### src/rtl/riscv_lsu.sv
// ============================================================================
// Module   : riscv_lsu
// Purpose  : Load/store unit: address generation, size/alignment checking,
//            single-cycle store strobe, held load request, registered response.
//            Optional load timeout enabled by defining LSU_TIMEOUT_EN.
// Revision : 1.0 - initial release
// ============================================================================
`default_nettype none

module riscv_lsu #(
    parameter int unsigned TIMEOUT_CYCLES = 16
) (
    input  logic        clk_in,
    input  logic        rst_n_in,
    input  logic        req_valid_in,
    output logic        req_ready_out,
    input  logic        req_is_store_in,
    input  logic [31:0] req_base_in,
    input  logic [31:0] req_offset_in,
    input  logic [2:0]  req_size_in,
    input  logic [31:0] req_store_data_in,
    input  logic [4:0]  req_rd_in,
    output logic [31:0] mem_addr_out,
    output logic [31:0] mem_data_out,
    output logic [2:0]  mem_size_out,
    output logic        mem_write_enable_out,
    output logic        mem_read_enable_out,
    input  logic        mem_data_ready_in,
    input  logic [31:0] mem_data_in,
    output logic        resp_valid_out,
    input  logic        resp_ready_in,
    output logic [4:0]  resp_rd_out,
    output logic [31:0] resp_data_out,
    output logic [1:0]  resp_exc_out,
    output logic [31:0] resp_addr_out
);

    typedef enum logic [1:0] {
        ST_IDLE      = 2'd0,
        ST_STORE     = 2'd1,
        ST_LOAD_WAIT = 2'd2,
        ST_RESP      = 2'd3
    } state_t;

    localparam logic [1:0] c_EXC_OK       = 2'b00;
    localparam logic [1:0] c_EXC_MISALIGN = 2'b01;
    localparam logic [1:0] c_EXC_ILLEGAL  = 2'b10;
    localparam logic [1:0] c_EXC_TIMEOUT  = 2'b11;

    state_t      r_state;
    state_t      w_state_nxt;

    logic [31:0] r_addr;
    logic [31:0] r_wdata;
    logic [2:0]  r_size;
    logic [4:0]  r_rd;
    logic [1:0]  r_exc;
    logic [31:0] r_rdata;

    logic        w_accept;
    logic [31:0] w_eff_addr;
    logic        w_size_legal;
    logic        w_misalign;
    logic [1:0]  w_exc;
    logic        w_load_done;
    logic        w_timeout;

    assign w_accept   = req_valid_in && (r_state == ST_IDLE);
    assign w_eff_addr = req_base_in + req_offset_in;

    always_comb begin
        w_size_legal = 1'b0;
        case (req_size_in)
            3'b000, 3'b001, 3'b010, 3'b100, 3'b101: w_size_legal = 1'b1;
            default:                                w_size_legal = 1'b0;
        endcase
    end

    // Only evaluated for legal sizes: low bits 01 = H/HU, 10 = W.
    assign w_misalign = ((req_size_in[1:0] == 2'b01) && w_eff_addr[0]) ||
                        ((req_size_in[1:0] == 2'b10) && (w_eff_addr[1:0] != 2'b00));

    assign w_exc = !w_size_legal ? c_EXC_ILLEGAL  :
                   w_misalign    ? c_EXC_MISALIGN : c_EXC_OK;

    assign w_load_done = (r_state == ST_LOAD_WAIT) && mem_data_ready_in;

`ifdef LSU_TIMEOUT_EN
    localparam int unsigned c_TMO_W = $clog2(TIMEOUT_CYCLES + 1);
    logic [c_TMO_W-1:0] r_tmo_cnt;

    // Fires on the TIMEOUT_CYCLES-th consecutive wait cycle without data.
    assign w_timeout = (r_state == ST_LOAD_WAIT) && !mem_data_ready_in &&
                       (r_tmo_cnt == c_TMO_W'(TIMEOUT_CYCLES - 1));

    always_ff @(posedge clk_in or negedge rst_n_in) begin
        if (!rst_n_in) begin
            r_tmo_cnt <= '0;
        end else if (w_accept) begin
            r_tmo_cnt <= '0;
        end else if ((r_state == ST_LOAD_WAIT) && !mem_data_ready_in) begin
            r_tmo_cnt <= r_tmo_cnt + 1'b1;
        end
    end
`else
    assign w_timeout = 1'b0;
`endif

    always_ff @(posedge clk_in or negedge rst_n_in) begin
        if (!rst_n_in) begin
            r_state <= ST_IDLE;
        end else begin
            r_state <= w_state_nxt;
        end
    end

    always_comb begin
        w_state_nxt = r_state;
        case (r_state)
            ST_IDLE: begin
                if (w_accept) begin
                    if (w_exc != c_EXC_OK)    w_state_nxt = ST_RESP;
                    else if (req_is_store_in) w_state_nxt = ST_STORE;
                    else                      w_state_nxt = ST_LOAD_WAIT;
                end
            end
            ST_STORE:     w_state_nxt = ST_RESP;
            ST_LOAD_WAIT: if (w_load_done || w_timeout) w_state_nxt = ST_RESP;
            ST_RESP:      if (resp_ready_in) w_state_nxt = ST_IDLE;
            default:      w_state_nxt = ST_IDLE;
        endcase
    end

    always_ff @(posedge clk_in or negedge rst_n_in) begin
        if (!rst_n_in) begin
            r_addr  <= '0;
            r_wdata <= '0;
            r_size  <= '0;
            r_rd    <= '0;
            r_exc   <= c_EXC_OK;
            r_rdata <= '0;
        end else begin
            if (w_accept) begin
                r_addr  <= w_eff_addr;
                r_size  <= req_size_in;
                r_wdata <= req_store_data_in;
                r_rd    <= req_is_store_in ? 5'd0 : req_rd_in;
                r_exc   <= w_exc;
                r_rdata <= '0;
            end
            if (w_load_done) begin
                r_rdata <= mem_data_in;
            end else if (w_timeout) begin
                r_exc   <= c_EXC_TIMEOUT;
            end
        end
    end

    // Enables decode straight from state so an async reset drops them at once.
    assign req_ready_out        = (r_state == ST_IDLE);
    assign mem_write_enable_out = (r_state == ST_STORE);
    assign mem_read_enable_out  = (r_state == ST_LOAD_WAIT);
    assign mem_addr_out         = r_addr;
    assign mem_data_out         = r_wdata;
    assign mem_size_out         = r_size;

    assign resp_valid_out = (r_state == ST_RESP);
    assign resp_rd_out    = r_rd;
    assign resp_data_out  = r_rdata;
    assign resp_exc_out   = r_exc;
    assign resp_addr_out  = r_addr;

endmodule

`default_nettype wire

### config.mk
export PLATFORM = sky130hd
export DESIGN_NAME = riscv_lsu
export DESIGN_NICKNAME = d
export VERILOG_FILES = /design/src/rtl/riscv_lsu.sv
export SDC_FILE = /design/constraint.sdc
export NUM_CORES = 1
export LEC_CHECK = 0
export CORE_MARGIN = 2
export CORE_UTILIZATION = 45
export CTS_CLUSTER_DIAMETER = 30
export DETAILED_ROUTE_END_ITERATION = 8
export PLACE_DENSITY_LB_ADDON = 0.2
export SLEW_MARGIN = 10
export SYNTH_ARGS = -nofsm -noshare
export SYNTH_HDL_FRONTEND = slang
export SYNTH_SLANG_ARGS = --single-unit
export TNS_END_PERCENT = 1
### constraint.sdc
create_clock -name clk_in -period 5.6 [get_ports clk_in]
set_input_delay 0.56 -clock clk_in [delete_from_list [all_inputs] [get_ports clk_in]]
set_output_delay 0.56 -clock clk_in [all_outputs]
set_load 0.005 [all_outputs]
==> results.json, run 1 <==
{
  "regToRegEndpoint": "resp_data_out[20]",
  "cts_resized": 0,
  "grt_use_met1_pct": 30.8,
  "grtUsageMet3_pct": 4.61,
  "wl_mm": 18.6,
  "initialDrtViolationCount": 427,
  "reg2reg_setup_slack_ps": 3060,
  "syn_area_sq_mm": 0.00600,
  "synth_area_leader_cell": "dfrtp_1",
  "worstRegToRegCells": 5,
  "start_util_pct": 45.7,
  "finalCritPeriodShare_pct": 54.5,
  "met2_usage_pct": 45.5,
  "cts_hold_buf": 0,
  "ys_ff_latch": 108,
  "critPathArrivalTime_ps": 3300,
  "routabilityCongestion": 0.879,
  "hold_path.class": "in -> async",
  "end_kind": "flop",
  "pwr_density_cell_mw_per_mm2": 429,
  "grt_overflow": 0,
  "utilization_pct": 68.6,
  "die_x_um": 120,
  "placed_cells": 1056,
  "port_buffers": 283,
  "clk_latency_ps": 350,
  "slew_headroom_pct": 28.2,
  "crit_fanout": 6,
  "ir_drop_uv": 201,
  "hpwl_mm": 14.1,
  "htree_levels": 3,
  "grt_max_degree": 92,
  "drt-pass1-iter-count": 5,
  "cts-root-buf": "clkbuf_16",
  "antenna_found_initial": 0,
  "rows": 42,
  "drive_above_1_share_pct": 3.34,
  "worst_path_max_delay_cell": "fa_1",
  "cts_buffer_depth": 2,
  "critPathRequiredTime_ps": 5850,
  "synth_nets": 838,
  "drc": 0,
  "synth_edf_count": 0,
  "finalSetupTns_ps": 0,
  "cts_tree": "built",
  "ant_nets": 0,
  "setup_viol": 0,
  "coreArea_sq_mm": 0.0131,
  "async_flop_share_pct": 100,
  "post_cts_buffers": 0,
  "final_nets": 1070,
  "synthCells": 660,
  "first_global_vias": 5746,
  "totalPowerFinal_mw": 3.87,
  "cp_cell_sequence": "clkdlybuf4s50_1 -> ha_1 -> fa_1 -> a21o_1 -> a221oi_2 -> nor3_1 -> o211ai_2 -> a21boi_0 -> o21a_1 -> o31ai_1",
  "yosysSeqAreaShare_pct": 45.0,
  "crit_type": "in -> reg",
  "timing.critical_path.max_delay_family": "compound AO/OA/AOI/OAI gates",
  "routedWlPerCell_um": 17.3,
  "slowest_delay_ps": 410,
  "hold_viol": 0,
  "yosysWarnings": 0,
  "fp.dieH_um": 120,
  "rsz0062_at_grt": "false",
  "synth_top_area_share_pct": 45.0,
  "vias": 5822,
  "dominantRegCellSynth": "dfrtp_1",
  "synth_area_per_cell_sq_um": 9.10,
  "period_needed_ps": 3050,
  "antenna_cells": 0,
  "power_leakage_nw": 4.00,
  "fin_skew_ps": 5.63,
  "ios": 284,
  "cp-start-kind": "input pin",
  "area_delta_synth_final_pct": 50.2,
  "cts_inserted_buffers": 9,
  "finalNonFillerCells": 1073,
  "yosys-top-cells-area": "dfrtp_1 45%, nand2_1 11%, ha_1 7.3%",
  "r2r_start": "r_state[0]",
  "fmax_ghz": 0.328,
  "grt_pass1_wl_mm": 28.9,
  "routed_via_density": 5.43,
  "die_area_sq_mm": 0.0143,
  "grtUsageTotal_pct": 25.5,
  "worstMarginPinSlew_ps": 1080,
  "synthDistinctLibCells": 51,
  "drv_slew": 0,
  "clock-sinks": 108,
  "outcome": "completed",
  "clkSlewWorstSetupHoldPaths_ps": 70,
  "gr-max-usage-layer": "met2",
  "critPathBufInv": 1,
  "cap_violations": 0
}
-- cell type report --
cell class	count	area [sq um]
Clock inverter	6	48.8
Timing Repair Buffer	287	2880
Tap cell	176	220
Sequential cell	108	2700
Clock buffer	10	229
Inverter	12	45.0
Fill cell	1057	4120
Multi-Input combinational cell	474	2890
-- metrics by stage --
step	area, sq um	worst slack (ps)	hold slack, ps
CTS	8990	2560	73.8
global route	9020	2350	75.3
global placement	8710	2260	456
detailed placement	8710	2170	453
floorplan	6000	2940	264
finish	9020	2550	76.2
-- power by group --
part | internal [mW] | total (mW) | switching [mW] | leakage (nW)
Sequential | 1.12 | 1.36 | 0.236 | 1.37
Clock | 0.307 | 0.604 | 0.297 | 0.131
Combinational | 1.13 | 1.91 | 0.773 | 2.50
-- cells in the final DEF (no fill, tap or decap), drive strengths merged, types with 13 or more instances in the layout --
master,netlist,layout
o21ai,43,43
xnor2,13,13
clkdlybuf4s50,0,282
nand2,172,172
dfrtp,108,108
nor2,20,20
ha,35,35
a22o,32,32
inv,12,14
a21oi,35,35
-- how the worst max path moves through the flow --
stage                              start                to  depth (start not counted)
after floorplan           req_base_in[0]  mem_addr_out[30]                          9
after global placement    req_base_in[0]  mem_addr_out[30]                         10
after detailed placement  req_base_in[0]  mem_addr_out[26]                         10
after CTS                 req_base_in[0]  mem_addr_out[26]                         10
after global routing      req_base_in[0]  mem_addr_out[26]                         10
final                     req_base_in[0]  mem_addr_out[26]                         10
-- Yosys cell counts (all sizes together), types with 8 or more instances --
master,instances
nor2,20
dfrtp,108
nand3,10
xnor2,13
nand2,172
buf,38
o21ai,43
inv,12
a211oi,10
nand4,10
and2,8
clkbuf,28
o21a,9
o211ai,8
ha,35
a21o,9
xor2,9
a22o,32
a21oi,35
-- layer usage --
metal / wire, um / share of wire, % / vias up
met5: 0 / 0 / -
met4: 436 / 2.3 / 0
met3: 1410 / 7.6 / 35
met2: 9500 / 51 / 278
met1: 7250 / 39 / 2769
li1: - / - / 2740
-- state kept, by name, summed over array words and instances, names as in the netlist --
register       flops
mem_data_out      32
resp_exc_out       2
resp_rd_out        5
resp_data_out     32
mem_addr_out      32
r_state            2
mem_size_out       3
-- cell families (layout without fill, tap and decap cells) --
kind of cell / Yosys count / in the layout / share of synthesized area, %
buffers and inverters: 78 / 315 / 7.07
AOI/OAI and AO/OA: 176 / 176 / 20.2
xor gates and xnor gates: 22 / 22 / 3.21
adders and majority gates: 36 / 36 / 7.63
muxes: 1 / 1 / 0.188
DFF: 108 / 108 / 45.0
and+or+nand+nor: 239 / 239 / 16.7
Power figures use the tool's default switching activity.
==> inputs of run 2 (changes only) <==
--- a/config.mk
+++ b/config.mk
@@ -6,7 +6,7 @@
 export NUM_CORES = 1
 export LEC_CHECK = 0
 export CORE_MARGIN = 2
-export CORE_UTILIZATION = 45
+export CORE_UTILIZATION = 42
 export CTS_CLUSTER_DIAMETER = 30
 export DETAILED_ROUTE_END_ITERATION = 8
 export PLACE_DENSITY_LB_ADDON = 0.2
==> constraint.sdc (replaced) <==
create_clock -name clk_in -period 2.9 [get_ports clk_in]
set_input_delay 0.29 -clock clk_in [delete_from_list [all_inputs] [get_ports clk_in]]
set_output_delay 0.29 -clock clk_in [all_outputs]
set_load 0.005 [all_outputs]
==> run 2 against run 1 <==
  * Critical path depth did not move
  * Highest routed layer unchanged
  * Non-clock buffer count grew 9
  * Sequential share of layout area fell by 0.47 points
  * Critical endpoint unchanged
  * Cell count grew 1.2%
==> results.json, run 2 (synthesized netlist as in run 1, its figures left out) <==
{
  "crit_path_start": "req_base_in[0]",
  "post_cts_buffers": 0,
  "mostFrequentLayoutCells": "282 x clkdlybuf4s50_1, 171 x nand2_1, 108 x dfrtp_1",
  "critPathRequiredTime_ps": 3150,
  "fin_skew_ps": 7.64,
  "critPathArrivalTime_ps": 2900,
  "routabilityCongestion": 0.893,
  "r2r_start": "r_state[1]",
  "place_ws_ps": -101,
  "htree_levels": 3,
  "path_depth": 10,
  "power_leakage_nw": 4.09,
  "worst_path_max_delay_cell": "clkdlybuf4s50_1",
  "wl_mm": 18.2,
  "drt-pass1-iter-count": 6,
  "drv_slew": 0,
  "slowest_delay_ps": 410,
  "regToRegEndpoint": "mem_addr_out[24]",
  "coreArea_sq_mm": 0.0139,
  "totalPowerFinal_mw": 7.75,
  "crit_fanout": 6,
  "start_util_pct": 43.1,
  "grt_max_degree": 94,
  "critPathBufInv": 1,
  "hold_viol": 0,
  "finalCritPeriodShare_pct": 91.4,
  "finalSetupTns_ps": 0,
  "cts_buffer_depth": 2,
  "routed_via_density": 5.34,
  "hpwl_mm": 13.9,
  "fmax_ghz": 0.377,
  "cp-start-kind": "input pin",
  "nFillCells": 1153,
  "drc": 0,
  "reg2reg_setup_slack_ps": 710,
  "die_area_sq_mm": 0.0153,
  "final_common_cell": "clkdlybuf4s50_1",
  "cts_tree": "built",
  "cts_inserted_buffers": 9,
  "ir_drop_uv": 385,
  "antenna_found_initial": 0,
  "initialDrtViolationCount": 300,
  "drive_above_1_share_pct": 4.30,
  "outcome": "completed",
  "fp.dieH_um": 124,
  "ios": 284,
  "final_nets": 1079,
  "grt_pass1_wl_mm": 27.7,
  "timing.critical_path.max_delay_family": "compound AO/OA/AOI/OAI gates",
  "rows": 43,
  "antenna_cells": 0,
  "end_kind": "flop",
  "pwr_density_cell_mw_per_mm2": 846,
  "crit_end": "mem_addr_out[26]",
  "routedWlPerCell_um": 16.8,
  "cap_violations": 0,
  "clock-sinks": 108,
  "area_delta_synth_final_pct": 52.6,
  "die_x_um": 124,
  "worstRegToRegCells": 6,
  "grt_overflow": 0,
  "clk_latency_ps": 340,
  "setup_viol": 0,
  "clkSlewWorstSetupHoldPaths_ps": 80,
  "cts-root-buf": "clkbuf_16",
  "hold_path.class": "in -> reg",
  "first_global_vias": 5625,
  "rsz0062_at_grt": "false",
  "grtUsageTotal_pct": 23.5,
  "cp_cell_sequence": "clkdlybuf4s50_1 -> ha_1 -> fa_1 -> a21o_1 -> a221oi_2 -> nor3_1 -> o211ai_2 -> a21boi_0 -> o21a_1 -> o31ai_1",
  "ant_nets": 0,
  "vias": 5795,
  "period_needed_ps": 2650,
  "port_buffers": 283,
  "multiInputGateArea_sq_mm": 0.00289,
  "slew_headroom_pct": 50.8,
  "register_area_sq_mm": 0.00270,
  "worstMarginPinSlew_ps": 736,
  "crit_type": "in -> reg",
  "final.setup.worst_slack_ps": 250
}
## run 2: changes by cell type in the layout (fill, tap and decap cells not counted), moves of 2 or more
cell	previous run	this run
buf_4	4	12
bufinv_16	0	3
clkinvlp_4	2	0
inv_6	1	3
## run 2: final cells by class
type | instances | area share, %
inverter | 12 | 0.492
multi-input combinational | 474 | 31.6
clock buffer | 9 | 2.46
tap | 180 | 2.46
clock inverter | 7 | 1.39
timing repair buffer | 296 | 32.1
sequential | 108 | 29.5
## run 2: stage by stage
stage,std cells,hold slack [ps],utilization (%),instance area (sq um)
floorplan,660,-5.59,-,6000
global placement,1069,322,63.1,8790
detailed placement,1069,333,63.1,8790
CTS,1086,464,65.7,9160
global route,1086,460,65.7,9160
finish,1086,473,65.7,9160
## run 2: worst min-delay path by stage
stage / from / endpoint / cells after the start
floorplan: rst_n_in / mem_addr_out[0] / 0
global placement: rst_n_in / mem_addr_out[8] / 1
detailed placement: rst_n_in / mem_addr_out[10] / 1
CTS: req_store_data_in[30] / mem_data_out[30] / 3
global route: req_store_data_in[29] / mem_data_out[29] / 3
finish: req_store_data_in[9] / mem_data_out[9] / 3
## run 2: worst reg2reg max path: cells and delay by family, from the launching register on
family / cells / cell delay, ps
buffers and inverters: 2 / 610
DFF: 1 / 410
and+or+nand+nor: 2 / 380
adders and majority gates: 1 / 350
AOI/OAI and AO/OA: 1 / 330
## run 2: layer usage
layer	part of all wire (%)	track usage (%)	up-vias	routed length, um
li1	-	-	2764	-
met1	40	27.9	2749	7260
met2	50	41.9	255	9180
met3	7.9	4.84	27	1450
met4	1.8	8.10	0	320
met5	0	0	-	0
## run 2: power breakdown
part	internal [mW]	switching, mW
clock	0.860	0.572
combinational	2.21	1.49
sequential	2.17	0.450
total	5.24	2.51
## run 2: timing repair
| action | CTS | global route |
|---|---|---|
| gates resized for setup | 0 | 0 |
| hold endpoints to repair | 38 | 0 |
| hold buffers | 1 | 0 |
==> inputs of run 3 (changes only) <==
--- a/config.mk
+++ b/config.mk
@@ -5,7 +5,7 @@
 export SDC_FILE = /design/constraint.sdc
 export NUM_CORES = 1
 export LEC_CHECK = 0
-export CORE_MARGIN = 2
+export CORE_MARGIN = 8
 export CORE_UTILIZATION = 42
 export CTS_CLUSTER_DIAMETER = 30
 export DETAILED_ROUTE_END_ITERATION = 8
==> run 3 against run 2 <==
  * Cell count about the same
  * Combinational power up 2%
  * Clock power decreased by 17%
  * Critical endpoint is now mem_addr_out[30]
  * Critical path type unchanged
==> results.json, run 3 (synthesized netlist as in run 1, its figures left out) <==
{
  "outcome": "completed",
  "grt_pass1_wl_mm": 30.6,
  "rsz0062_at_grt": "false",
  "worst_hold_slack_ps": 456,
  "antenna_found_initial": 0,
  "cp-start-kind": "input pin",
  "critPathRequiredTime_ps": 3160,
  "power_leakage_nw": 4.06,
  "coreArea_sq_mm": 0.0139,
  "nFillCells": 1125,
  "timing.critical_path.max_delay_family": "compound AO/OA/AOI/OAI gates",
  "start_util_pct": 43.1,
  "routabilityCongestion": 0.891,
  "cts_inserted_buffers": 9,
  "die_area_sq_mm": 0.0184,
  "grtUsageTotal_pct": 20.8,
  "finalCritPeriodShare_pct": 90.6,
  "drive_above_1_share_pct": 4.41,
  "grt_max_degree": 75,
  "ant_nets": 0,
  "final.setup.worst_slack_ps": 273,
  "hold_path.class": "in -> async",
  "crit_type": "in -> reg",
  "drv_slew": 0,
  "worst_path_max_delay_cell": "fa_1",
  "multiInputGateArea_sq_mm": 0.00289,
  "finalNonFillerCells": 1087,
  "ir_drop_uv": 415,
  "totalPowerFinal_mw": 7.55,
  "end_kind": "flop",
  "placed_cells": 1070,
  "place_area_sq_mm": 0.00881,
  "die_x_um": 136,
  "place_ws_ps": -98.6,
  "fmax_ghz": 0.381,
  "clkSlewWorstSetupHoldPaths_ps": 80,
  "cp_cell_sequence": "clkdlybuf4s50_1 -> ha_1 -> fa_1 -> a21o_1 -> a221oi_2 -> nor3_1 -> o211ai_2 -> a21oi_1 -> o21a_1 -> o31ai_1",
  "antenna_cells": 0,
  "crit_fanout": 6,
  "final_common_cell": "clkdlybuf4s50_1",
  "critPathBufInv": 1,
  "vias": 5754,
  "pwr_density_cell_mw_per_mm2": 830,
  "fin_skew_ps": 8.50,
  "cts_hold_buf": 1,
  "grt_overflow": 0,
  "slowest_delay_ps": 420,
  "ios": 284,
  "mostFrequentLayoutCells": "282 x clkdlybuf4s50_1, 171 x nand2_1, 108 x dfrtp_1",
  "final_nets": 1080,
  "post_cts_buffers": 0,
  "register_area_sq_mm": 0.00270,
  "final_cell_area_sq_mm": 0.00911,
  "rows": 43,
  "clk_latency_ps": 340,
  "port_buffers": 283,
  "area_delta_synth_final_pct": 51.7,
  "cts_resized": 0,
  "first_global_vias": 5862,
  "drc": 0,
  "cap_violations": 0,
  "clock-sinks": 108,
  "routedWlPerCell_um": 18.2,
  "routed_via_density": 5.29,
  "cts_buffer_depth": 2,
  "htree_levels": 3,
  "setup_viol": 0,
  "slew_headroom_pct": 61.0,
  "worstMarginPinSlew_ps": 577,
  "cts_tree": "built",
  "initialDrtViolationCount": 286,
  "period_needed_ps": 2630,
  "wl_mm": 19.8,
  "critPathArrivalTime_ps": 2880,
  "hpwl_mm": 15.8,
  "hold_viol": 0,
  "drt-pass1-iter-count": 5,
  "cts-root-buf": "clkbuf_16",
  "fp.dieH_um": 136
}
run 3: cell types whose count changed in the layout (fill, tap and decap cells not counted), sizes merged:
cell      delta
bufinv       -3
clkinvlp     +2
buf          +1
clkinv       +1
run 3: final timing paths:
kind	start	cells after the start	endpoint	slack [ps]
max	req_base_in[0]	10	mem_addr_out[30]	270
min	rst_n_in	2	mem_addr_out[14]	460
max reg2reg	r_state[1]	6	resp_data_out[22]	810
min reg2reg	mem_data_out[26]	2	mem_data_out[26]	480
max in group asynchronous	rst_n_in	3	mem_data_out[5]	1690
min in group clk_in	req_store_data_in[16]	3	mem_data_out[16]	470
run 3: final cells by class:
type | instances | area share (%)
Multi-Input combinational cell | 474 | 31.7
Clock inverter | 7 | 0.632
Clock buffer | 9 | 2.47
Timing Repair Buffer | 297 | 32.5
Inverter | 12 | 0.495
Tap cell | 180 | 2.47
Sequential cell | 108 | 29.7
run 3: power breakdown:
part / internal, mW / switching (mW) / leakage [nW]
sequential: 2.17 / 0.453 / 1.37
clock: 0.597 / 0.582 / 0.135
combinational: 2.23 / 1.53 / 2.55
total: 4.99 / 2.56 / 4.06
run 3: per-layer routing:
| metal | global-route usage, % | wire length, um | vias up | share of wire [%] |
|---|---|---|---|---|
| li1 | - | - | 2772 | - |
| met1 | 23.3 | 7820 | 2682 | 39 |
| met2 | 37.2 | 9900 | 265 | 50 |
| met3 | 4.53 | 1560 | 35 | 7.9 |
| met4 | 8.88 | 509 | 0 | 2.6 |
| met5 | 0 | 0 | - | 0 |
run 3: worst reg2reg max path, stage by stage, from the launching register on:
cell and delay [ps]:
dfrtp_1 400, inv_1 110, ha_1 350, and2_2 560
nor2_2 80, buf_4 250, a22o_1 240
run 3: metrics by stage:
stage	utilization, %	setup TNS [ps]
floorplan	-	0
global placement	63.2	-46.5
detailed placement	63.2	-315
CTS	65.3	0
global route	65.3	0
finish	65.3	0
